<file path="config.mk">
export PLATFORM = sky130hd
export DESIGN_NAME = comparator_chunked_flat
export DESIGN_NICKNAME = d
export VERILOG_FILES = /design/src/rtl/cmp_pkg.sv /design/src/rtl/comparator_chunked_if.sv /design/src/rtl/chunk_cmp.sv /design/src/rtl/comparator_chunked.sv /design/src/flat_wrapper.sv
export SDC_FILE = /design/constraint.sdc
export NUM_CORES = 1
export LEC_CHECK = 0
export ABC_AREA = 1
export ABC_CLOCK_PERIOD_IN_PS = 2250
export CORE_MARGIN = 8
export CORE_UTILIZATION = 51
export CTS_CLUSTER_DIAMETER = 60
export DETAILED_ROUTE_END_ITERATION = 8
export PLACE_DENSITY_LB_ADDON = 0.25
export SLEW_MARGIN = 10
export SYNTH_ARGS = -nofsm -noshare
export SYNTH_HDL_FRONTEND = slang
export SYNTH_SLANG_ARGS = --single-unit
</file>
<file path="constraint.sdc">
create_clock -name clk -period 2.25 [get_ports clk]
set_input_delay 0.3375 -clock clk [delete_from_list [all_inputs] [get_ports clk]]
set_output_delay 0.3375 -clock clk [all_outputs]
set_load 0.02 [all_outputs]
</file>
<file path="src/rtl/cmp_pkg.sv">
// Shared definitions for the chunked magnitude comparator: result codes and FSM states.
package cmp_pkg;

    localparam logic signed [1:0] CMP_LT = 2'sb11;
    localparam logic signed [1:0] CMP_EQ = 2'sb00;
    localparam logic signed [1:0] CMP_GT = 2'sb01;

    typedef enum logic [1:0] {
        IDLE = 2'd0,
        CMP  = 2'd1,
        DONE = 2'd2
    } state_t;

    function automatic logic signed [1:0] cmp_code(input logic lt_in);
        return lt_in ? CMP_LT : CMP_GT;
    endfunction

endpackage

</file>
<file path="src/rtl/comparator_chunked_if.sv">
// Start/done handshake and result bus between the ALU controller and comparator_chunked.
interface comparator_chunked_if #(
    parameter int WIDTH = 16,
    parameter int CHUNK = 4
);
    localparam int NCHUNK = WIDTH / CHUNK;
    localparam int CNTW   = $clog2(NCHUNK + 1);

    logic                    start;
    logic                    signed_mode;
    logic [WIDTH-1:0]        A;
    logic [WIDTH-1:0]        B;
    logic                    busy;
    logic                    done;
    logic signed [1:0]       comp_out;
    logic                    lt;
    logic                    gt;
    logic [CNTW-1:0]         cyc_cnt;

    modport master (
        output start, signed_mode, A, B,
        input  busy, done, comp_out, lt, gt, cyc_cnt
    );

    modport slave (
        input  start, signed_mode, A, B,
        output busy, done, comp_out, lt, gt, cyc_cnt
    );
endinterface

</file>
<file path="src/rtl/chunk_cmp.sv">
// Combinational CHUNK-bit unsigned magnitude compare.
module chunk_cmp #(
    parameter int CHUNK = 4
) (
    input  logic [CHUNK-1:0] a,
    input  logic [CHUNK-1:0] b,
    output logic             lt,
    output logic             eq,
    output logic             gt
);
    always_comb begin
        lt = (a < b);
        eq = (a == b);
        gt = (a > b);
    end
endmodule

</file>
<file path="src/rtl/comparator_chunked.sv">
// Multi-cycle MSB-first signed/unsigned magnitude comparator, CHUNK bits per cycle.
// Define CMP_EARLY_EXIT_EN to stop at the first differing chunk; otherwise all chunks are scanned.
module comparator_chunked
    import cmp_pkg::*;
#(
    parameter int WIDTH = 16,
    parameter int CHUNK = 4
) (
    input  logic                 clk,
    input  logic                 rst,
    comparator_chunked_if.slave  bus
);
    localparam int NCHUNK = WIDTH / CHUNK;
    localparam int CNTW   = $clog2(NCHUNK + 1);
    localparam int IDXW   = (NCHUNK > 1) ? $clog2(NCHUNK) : 1;
    localparam logic [IDXW-1:0]  IDX_LAST = IDXW'(NCHUNK - 1);
    localparam logic [WIDTH-1:0] MSB_MASK = WIDTH'(1) << (WIDTH - 1);

    state_t             state, state_nxt;
    logic [WIDTH-1:0]   a_q, a_nxt;
    logic [WIDTH-1:0]   b_q, b_nxt;
    logic [IDXW-1:0]    idx, idx_nxt;
    logic [CNTW-1:0]    cnt, cnt_nxt;
    logic signed [1:0]  res, res_nxt;
    logic               load_out;

    logic signed [1:0]  comp_q;
    logic               lt_q, gt_q;
    logic [CNTW-1:0]    cyc_q;

    logic [CHUNK-1:0]   a_chunk, b_chunk;
    logic               c_lt, c_eq, c_gt;

    // Select the active chunk pair; a single narrow comparator is shared by all chunks.
    always_comb begin
        a_chunk = '0;
        b_chunk = '0;
        for (int unsigned i = 0; i < NCHUNK; i++) begin
            if (idx == IDXW'(i)) begin
                a_chunk = a_q[i*CHUNK +: CHUNK];
                b_chunk = b_q[i*CHUNK +: CHUNK];
            end
        end
    end

    chunk_cmp #(.CHUNK(CHUNK)) u_chunk_cmp (
        .a  (a_chunk),
        .b  (b_chunk),
        .lt (c_lt),
        .eq (c_eq),
        .gt (c_gt)
    );

    always_ff @(posedge clk or posedge rst) begin
        if (rst) begin
            state <= IDLE;
            a_q   <= '0;
            b_q   <= '0;
            idx   <= '0;
            cnt   <= '0;
            res   <= CMP_EQ;
        end else begin
            state <= state_nxt;
            a_q   <= a_nxt;
            b_q   <= b_nxt;
            idx   <= idx_nxt;
            cnt   <= cnt_nxt;
            res   <= res_nxt;
        end
    end

    always_comb begin
        state_nxt = state;
        a_nxt     = a_q;
        b_nxt     = b_q;
        idx_nxt   = idx;
        cnt_nxt   = cnt;
        res_nxt   = res;
        load_out  = 1'b0;
        case (state)
            IDLE, DONE: begin
                state_nxt = IDLE;
                if (bus.start) begin
                    // Signed mode is folded into the operands at capture by biasing the MSB.
                    state_nxt = CMP;
                    a_nxt     = bus.A ^ (bus.signed_mode ? MSB_MASK : '0);
                    b_nxt     = bus.B ^ (bus.signed_mode ? MSB_MASK : '0);
                    idx_nxt   = IDX_LAST;
                    cnt_nxt   = '0;
                    res_nxt   = CMP_EQ;
                end
            end
            CMP: begin
                cnt_nxt = cnt + CNTW'(1);
`ifdef CMP_EARLY_EXIT_EN
                if (!c_eq) begin
                    res_nxt   = cmp_code(c_lt);
                    state_nxt = DONE;
                    load_out  = 1'b1;
                end else if (idx == '0) begin
                    state_nxt = DONE;
                    load_out  = 1'b1;
                end else begin
                    idx_nxt = idx - IDXW'(1);
                end
`else
                if (!c_eq && (res == CMP_EQ)) begin
                    res_nxt = cmp_code(c_lt);
                end
                if (idx == '0) begin
                    state_nxt = DONE;
                    load_out  = 1'b1;
                end else begin
                    idx_nxt = idx - IDXW'(1);
                end
`endif
            end
            default: state_nxt = IDLE;
        endcase
    end

    always_ff @(posedge clk or posedge rst) begin
        if (rst) begin
            comp_q <= CMP_EQ;
            lt_q   <= 1'b0;
            gt_q   <= 1'b0;
            cyc_q  <= '0;
        end else if (load_out) begin
            comp_q <= res_nxt;
            lt_q   <= (res_nxt == CMP_LT);
            gt_q   <= (res_nxt == CMP_GT);
            cyc_q  <= cnt_nxt;
        end
    end

    assign bus.busy     = (state == CMP);
    assign bus.done     = (state == DONE);
    assign bus.comp_out = comp_q;
    assign bus.lt       = lt_q;
    assign bus.gt       = gt_q;
    assign bus.cyc_cnt  = cyc_q;

endmodule

</file>
<file path="src/flat_wrapper.sv">
// flat-port wrapper written by rule: the top's interface ports become plain ports
module comparator_chunked_flat import cmp_pkg::*;
#(
    parameter int WIDTH = 16,
    parameter int CHUNK = 4
)
  (clk, rst, bus_start, bus_signed_mode, bus_A, bus_B, bus_busy, bus_done, bus_comp_out, bus_lt, bus_gt, bus_cyc_cnt);
  comparator_chunked_if #(.WIDTH(WIDTH), .CHUNK(CHUNK)) bus_i ();
  input  logic clk;
  input  logic rst;
  input wire logic [$bits(bus_i.start)-1:0] bus_start;
  input wire logic [$bits(bus_i.signed_mode)-1:0] bus_signed_mode;
  input wire logic [$bits(bus_i.A)-1:0] bus_A;
  input wire logic [$bits(bus_i.B)-1:0] bus_B;
  output wire logic [$bits(bus_i.busy)-1:0] bus_busy;
  output wire logic [$bits(bus_i.done)-1:0] bus_done;
  output wire logic [$bits(bus_i.comp_out)-1:0] bus_comp_out;
  output wire logic [$bits(bus_i.lt)-1:0] bus_lt;
  output wire logic [$bits(bus_i.gt)-1:0] bus_gt;
  output wire logic [$bits(bus_i.cyc_cnt)-1:0] bus_cyc_cnt;
  assign bus_i.start = bus_start;
  assign bus_i.signed_mode = bus_signed_mode;
  assign bus_i.A = bus_A;
  assign bus_i.B = bus_B;
  assign bus_busy = bus_i.busy;
  assign bus_done = bus_i.done;
  assign bus_comp_out = bus_i.comp_out;
  assign bus_lt = bus_i.lt;
  assign bus_gt = bus_i.gt;
  assign bus_cyc_cnt = bus_i.cyc_cnt;
  comparator_chunked #(.WIDTH(WIDTH), .CHUNK(CHUNK)) u_core (.clk(clk), .rst(rst), .bus(bus_i));
endmodule
</file>
==> results of run 1 <==
-- routing by layer --
| metal | track usage, % | up-vias | part of all wire (%) | wire (um) |
|---|---|---|---|---|
| li1 | - | 1006 | - | - |
| met1 | 19.6 | 935 | 43 | 2490 |
| met2 | 26.7 | 57 | 52 | 3010 |
| met3 | 3.32 | 5 | 5.1 | 299 |
| met4 | 4.71 | 0 | 0.75 | 44 |
| met5 | 0 | - | 0 | 0 |
-- sequential cells by signal, indices dropped and copies added (netlist names) --
register,count
u_core.a_q,16
u_core.bus.lt,1
u_core.cnt,3
u_core.res,2
u_core.state,2
u_core.bus.cyc_cnt,3
u_core.idx,2
u_core.bus.gt,1
u_core.bus.comp_out,2
u_core.b_q,16
-- worst min path at each step --
stage,start,depth (start not counted),end
finish,rst,2,u_core.a_q[14]$_DFFE_PP0P_
global route,rst,2,u_core.b_q[6]$_DFFE_PP0P_
CTS,rst,2,u_core.b_q[6]$_DFFE_PP0P_
detailed placement,u_core.b_q[7]$_DFFE_PP0P_,2,u_core.b_q[7]$_DFFE_PP0P_
global placement,u_core.bus.comp_out[0]$_DFFE_PP0P_,2,u_core.bus.comp_out[0]$_DFFE_PP0P_
floorplan,u_core.b_q[13]$_DFFE_PP0P_,2,u_core.b_q[13]$_DFFE_PP0P_
-- area by class of cell --
cell class / count / area (sq um)
clock buffers: 6 / 72.6
clock inverters: 2 / 35.0
fillers: 328 / 1210
inverters: 24 / 100
multi-input cells: 205 / 1120
flip-flops and latches: 48 / 1200
well taps: 52 / 65.1
repair buffers: 58 / 582
-- per-stage QoR --
step	cell area, sq um	hold WS, ps	cells
floorplan	2350	444	288
global placement	2870	463	380
detailed placement	2870	467	380
CTS	3020	405	390
global route	3180	435	395
finish	3180	382	395
-- layout by cell type, fill, tap and decap left out, drive strengths merged --
master / synthesis / routed
a21oi: 12 / 12
a22oi: 1 / 1
a31oi: 2 / 2
buf: 9 / 14
bufinv: 0 / 1
clkbuf: 2 / 6
clkdlybuf4s50: 0 / 44
clkinv: 1 / 2
dfrtp: 48 / 48
ha: 9 / 9
inv: 23 / 23
nand2: 134 / 134
nand3: 5 / 5
nor2: 10 / 10
o21a: 1 / 1
o21ai: 27 / 27
o21bai: 1 / 1
o22ai: 1 / 1
xnor2: 2 / 2
-- power groups by stage --
| stage | sequential (mW) | combinational (mW) | clock (mW) |
|---|---|---|---|
| 6_report | 1.53 | 2.50 | 0.622 |
| 2_1_floorplan | 1.52 | 1.37 | 0 |
| 4_1_cts | 1.50 | 2.11 | 0.617 |
| 5_1_grt | 1.57 | 2.80 | 0.661 |
| 3_3_place_gp | 1.51 | 1.94 | 0 |
| 3_5_place_dp | 1.52 | 2.01 | 0 |
-- worst max-delay path: cells and delay by family (launching register included) --
family,cells,cell delay [ps]
and+or+nand+nor,8,710
adders and majority gates,2,440
AOI/OAI and AO/OA,2,280
buffers and inverters,2,240
DFF,1,410
-- logic make-up after synthesis --
kind of cell    Yosys count  synth area share [%]
simple gates            149                  26.1
flops                    48                  51.1
compound gates           45                  10.4
buf+inv                  35                  6.82
fa+ha+maj                 9                  4.79
xor+xnor                  2                 0.746
-- what timing repair did --
item,4_1_cts,5_1_grt
pin swaps,2,15
endpoints found under the setup margin,4,6
buffers inserted,2,5
resized for setup,9,44
cloned,0,0
==> results.yml, run 1 <==
route:
  wl_mm: 5.84
  viasPerCell: 5.07
  dr.pass1.iters: 4
  drc: 0
  ant_nets: 0
  wl_per_cell_um: 14.8
  via_count: 2003
  drt_first_iter_violations: 169
sta:
  relSlewSlack_pct: 66.2
  finClkSkew_ps: 8.08
  maxSlewViolCount: 0
  fin_crit_sh_pct: 98.5
  finalSetupViolCount: 0
  rsz0062_at_grt: "true"
  setup_tns_ps: 0
  worst_slack_ps: 32.9
  report.final.hold_viol_count: 0
  tightest_slew_ps: 506
  fmax_ghz: 0.451
  min_period_ps: 2220
pwr:
  seq_power_share_pct: 32.9
  power_switching_share_pct: 43.4
  power_frac_comb_pct: 53.7
  clkPwrFrac_pct: 13.4
  power_mw: 4.66
  p_leak_nw: 1.56
  p_switching_mw: 2.02
  peakVddDrop_uv: 698
  power_density_nw_per_um2: 1470
  p_int_mw: 2.64
critical_path:
  r2r-end: "u_core.bus.gt$_DFFE_PP0P_"
  cp_common_cell: "nand2_1"
  r2r_start: "u_core.idx[0]$_DFFE_PP0P_"
  rrSetupSlack_ps: 30
  critical_path_class: "reg -> reg"
  end_kind: "flop"
  arrival_ps: 2410
  endpoint: "u_core.bus.gt$_DFFE_PP0P_"
  critPathRequiredTime_ps: 2440
  cp_max_fo: 4
  reg2regPathDepth: 14
  cp-start-kind: "flop"
  critical_path.slowest_cell: "dfrtp_1"
  slowest_delay_ps: 410
  crit_path_cell_trace: "buf_6 > ha_4 > inv_4 > nand2_4 > o21ai_2 > nand2_1 > a21oi_2 > ha_1 > nand2_2 > nor2_1 > nor2_2 > nand3_2 > nand3_1 > nand2_1"
  cp-startpoint: "u_core.idx[0]$_DFFE_PP0P_"
synthesis:
  synthTopCellsByArea: "dfrtp_1 (51%), nand2_1 (21%), ha_1 (4.8%)"
  synth_top_cell_area_share_pct: 51.1
  yosysUniqueCellTypes: 28
  syn_avg_cell_area_sq_um: 8.16
  synthTopCellsByCount: "nand2_1 (130), dfrtp_1 (48), inv_1 (20)"
  synthMostInstantiatedCell: "nand2_1"
  synth_edf_count: 0
  synth-warning-count: 0
  synth_area_sq_um: 2350
  synth_cells: 288
  yosysSeqAreaShare_pct: 51.1
  synth_ff_type: "dfrtp_1"
  synth_seq_cells: 48
  async_flop_share_pct: 100
  synthesis.nets: 333
  synth_area_leader_cell: "dfrtp_1"
die:
  io_pins: 45
  dieHeight_um: 83.9
  placementRows: 24
  core_area_sq_um: 4380
  dieArea_sq_um: 7040
  start_util_pct: 53.6
  die_w_um: 83.9
clock_tree:
  htreeDepth: 2
  clock_path_buffers: 2
  cts_sinks: 48
  cts_made_buffers: 5
  path_clk_slew_ps: 90
  postCtsHoldBufs: 0
  cts_root_buf: "clkbuf_8"
  clk_latency_ps: 300
  cts_tree: "yes"
layout:
  final_layout_size_suffix_gt1_share_pct: 19.8
  area_delta_synth_final_pct: 35.1
  num_antenna_cells: 0
  num-nets-final: 387
  utilization_pct: 72.4
flow_run:
  maxCapViolations: 0
global_route:
  grt_max_degree: 34
  grt_usage_pct: 15.8
  antenna_found_initial: 0
  grt_pass1_vias: 2014
  grt_pass1_wl_mm: 9.34
  overflow: 0
placement:
  portBuffers: 44
  place.gp.congestion: 0.932
  pre_cts_ws_ps: -40.3
  dp_hpwl_mm: 3.88
run_status:
  status: "completed"
worst_hold_path:
  hold_path_class: "in -> async"
Note: power is estimated with default switching activity, not from simulation.
==> run 2: changes to the inputs <==
CAP_MARGIN = 15   (was not set)
==> results of run 2 <==
Final layout, timing and power as in run 1 (identical DEF).
==> patch: new RTL, settings of run 1 <==
`WIDTH` is set to 16 in 3 places; all go to 8.
--- a/src/rtl/comparator_chunked_if.sv
+++ b/src/rtl/comparator_chunked_if.sv
@@ -1,6 +1,6 @@
 // Start/done handshake and result bus between the ALU controller and comparator_chunked.
 interface comparator_chunked_if #(
-    parameter int WIDTH = 16,
+    parameter int WIDTH = 8,
     parameter int CHUNK = 4
 );
     localparam int NCHUNK = WIDTH / CHUNK;
--- a/src/rtl/comparator_chunked.sv
+++ b/src/rtl/comparator_chunked.sv
@@ -3,7 +3,7 @@
 module comparator_chunked
     import cmp_pkg::*;
 #(
-    parameter int WIDTH = 16,
+    parameter int WIDTH = 8,
     parameter int CHUNK = 4
 ) (
     input  logic                 clk,
--- a/src/flat_wrapper.sv
+++ b/src/flat_wrapper.sv
@@ -1,7 +1,7 @@
 // flat-port wrapper written by rule: the top's interface ports become plain ports
 module comparator_chunked_flat import cmp_pkg::*;
 #(
-    parameter int WIDTH = 16,
+    parameter int WIDTH = 8,
     parameter int CHUNK = 4
 )
   (clk, rst, bus_start, bus_signed_mode, bus_A, bus_B, bus_busy, bus_done, bus_comp_out, bus_lt, bus_gt, bus_cyc_cnt);
Interface: changed (resized bus_A, bus_B and bus_cyc_cnt); port bits go from 45 to 28. The function was not compared with the original's and may differ.
==> patch against run 1 <==
Wire length is 56% lower. Setup slack better by 0.27 ns. Sequential cell count is 19 lower. Final cell count is 42% lower. Synthesized area is 43% lower. Non-clock buffer count is 29 lower. Count of clock-buffer cells in the layout is 1 higher. Power is 48% lower. Sequential power is 39% lower. Design area is 46% lower. Largest cell class unchanged. Highest routed layer unchanged.
==> patch: results (changes against run 1) <==
\begin{tabular}{lr}
\hline
Metric & Value \\
\hline
\multicolumn{2}{l}{\textbf{Status}} \\
\quad Outcome & completed \\
\multicolumn{2}{l}{\textbf{Synthesis}} \\
\quad Synth cell count leaders & 70 x sky130\_fd\_sc\_hd\_\_nand2\_1, 29 x sky130\_fd\_sc\_hd\_\_dfrtp\_1, 17 x sky130\_fd\_sc\_hd\_\_inv\_1 \\
\quad Net count of the mapped netlist & 190 (-43\%) \\
\quad Top cells by area in the synthesized netlist & sky130\_fd\_sc\_hd\_\_dfrtp\_1 54\%, sky130\_fd\_sc\_hd\_\_nand2\_1 19\%, sky130\_fd\_sc\_hd\_\_inv\_1 4.7\% \\
\quad Sequential area share after synthesis & 53.8\% (+2.6 points) \\
\multicolumn{2}{l}{\textbf{GRT}} \\
\quad GR met2 Demand/Resource & 20.2\% (-6.5 points) \\
\quad Met1 layer usage reported by global route & 15.9\% (-3.8 points) \\
\quad Global-route wire length before repair & 4620 um (-51\%) \\
\quad Global router's overall resource usage & 13.3\% (-2.6 points) \\
\multicolumn{2}{l}{\textbf{Placed design}} \\
\quad Placed standard-cell area & 1650 um\^{}2 (-43\%) \\
\quad Half-perimeter wire length after placement & 1900 um (-51\%) \\
\quad Final Wtd Congestion & 0.804 (-14\%) \\
\quad Buffers on Ports & 27 (-39\%) \\
\multicolumn{2}{l}{\textbf{Power}} \\
\quad Leakage power summed over all cells & 0.000899 uW (-42\%) \\
\quad Power drawn by the combinational cells & 1110 uW (-56\%) \\
\quad Clock network power & 360 uW (-42\%) \\
\quad Switching power total & 993 uW (-51\%) \\
\quad Maximum vdd ir drop & 0.000844 V (+21\%) \\
\multicolumn{2}{l}{\textbf{Critical path}} \\
\quad Crit path DAT & 2.22 ns (-0.19 ns) \\
\quad Max stage delay on crit path & 0.63 ns (+0.22 ns) \\
\quad Register-to-register setup slack & 0.30 ns (+0.27 ns) \\
\quad Cell depth of the worst flop-to-flop path & 13 (-1) \\
\quad Highest net fanout along the worst path & 14 (+10) \\
\quad Launch point of the worst reg-to-reg path & u\_core.idx \\
\quad Critical R2R Capture & u\_core.bus.lt \\
\multicolumn{2}{l}{\textbf{Clocking}} \\
\quad Level count of the clock H-tree & 2 (unchanged) \\
\quad Cells resized by post-CTS repair & 0 (-9) \\
\quad CTS Root Buffer Type & sky130\_fd\_sc\_hd\_\_clkbuf\_4 \\
\quad Post-CTS Repair Setup Buffers & 0 (-2) \\
\multicolumn{2}{l}{\textbf{Final layout}} \\
\quad Nets@finish & 221 (-43\%) \\
\quad Number of fill cells in the layout & 186 (-43\%) \\
\quad Top Registers & u\_core.a\_q (8), u\_core.b\_q (8) \\
\multicolumn{2}{l}{\textbf{Routing}} \\
\quad Initial DRC Count & 55 (-67\%) \\
\quad WL met1 & 1210 um (-51\%) \\
\quad Vias per cell & 4.80 (-5.3\%) \\
\quad Metal3 WL & 135 um (-55\%) \\
\multicolumn{2}{l}{\textbf{STA}} \\
\quad Slew of the pin with the lowest slew margin & 0.445 ns (-0.0614 ns) \\
\hline
\end{tabular}
[patch: metrics by stage]
step / hold slack, ns / setup WS (ns) / std cells / utilization (%) / power (uW)
5_1_grt: 0.407 / 0.0591 / 228 / 68.7 / 2650
4_1_cts: 0.374 / 0.302 / 228 / 68.7 / 2420
6_report: 0.366 / 0.301 / 228 / 68.7 / 2400
3_5_place_dp: 0.459 / 0.340 / 220 / 65.9 / 2060
3_3_place_gp: 0.463 / 0.409 / 220 / 65.9 / 2010
2_1_floorplan: 0.416 / 0.383 / 166 / - / 1710
[patch: area by class of cell]
| type | count | area (um^2) | share of cell area (%) |
|---|---|---|---|
| clock buffer | 7 | 65.1 | 3.79 |
| tap | 30 | 37.5 | 2.18 |
| clock inverter | 1 | 5.00 | 0.291 |
| inverter | 20 | 75.1 | 4.37 |
| timing repair buffer | 29 | 285 | 16.6 |
| multi-input combinational | 112 | 524 | 30.5 |
| sequential | 29 | 726 | 42.2 |
[patch: cells by family (layout without fill, tap and decap cells)]
kind of cell | Yosys count | in the layout | synth area share, %
buffers and inverters | 25 | 57 | 7.41
xor gates and xnor gates | 2 | 2 | 1.30
DFF | 29 | 29 | 53.8
muxes | 2 | 2 | 1.48
AOI/OAI and AO/OA | 19 | 19 | 7.23
adders and majority gates | 4 | 4 | 3.71
and+or+nand+nor | 85 | 85 | 25.1
[patch: worst max-delay path by stage]
stage	startpoint	end	slack, ns
global route	u_core.idx	u_core.bus.lt	0.06
CTS	u_core.idx	u_core.bus.lt	0.30
floorplan	u_core.idx	u_core.bus.gt	0.38
finish	u_core.idx	u_core.bus.lt	0.30
global placement	u_core.idx	u_core.bus.lt	0.41
detailed placement	u_core.idx	u_core.bus.lt	0.34
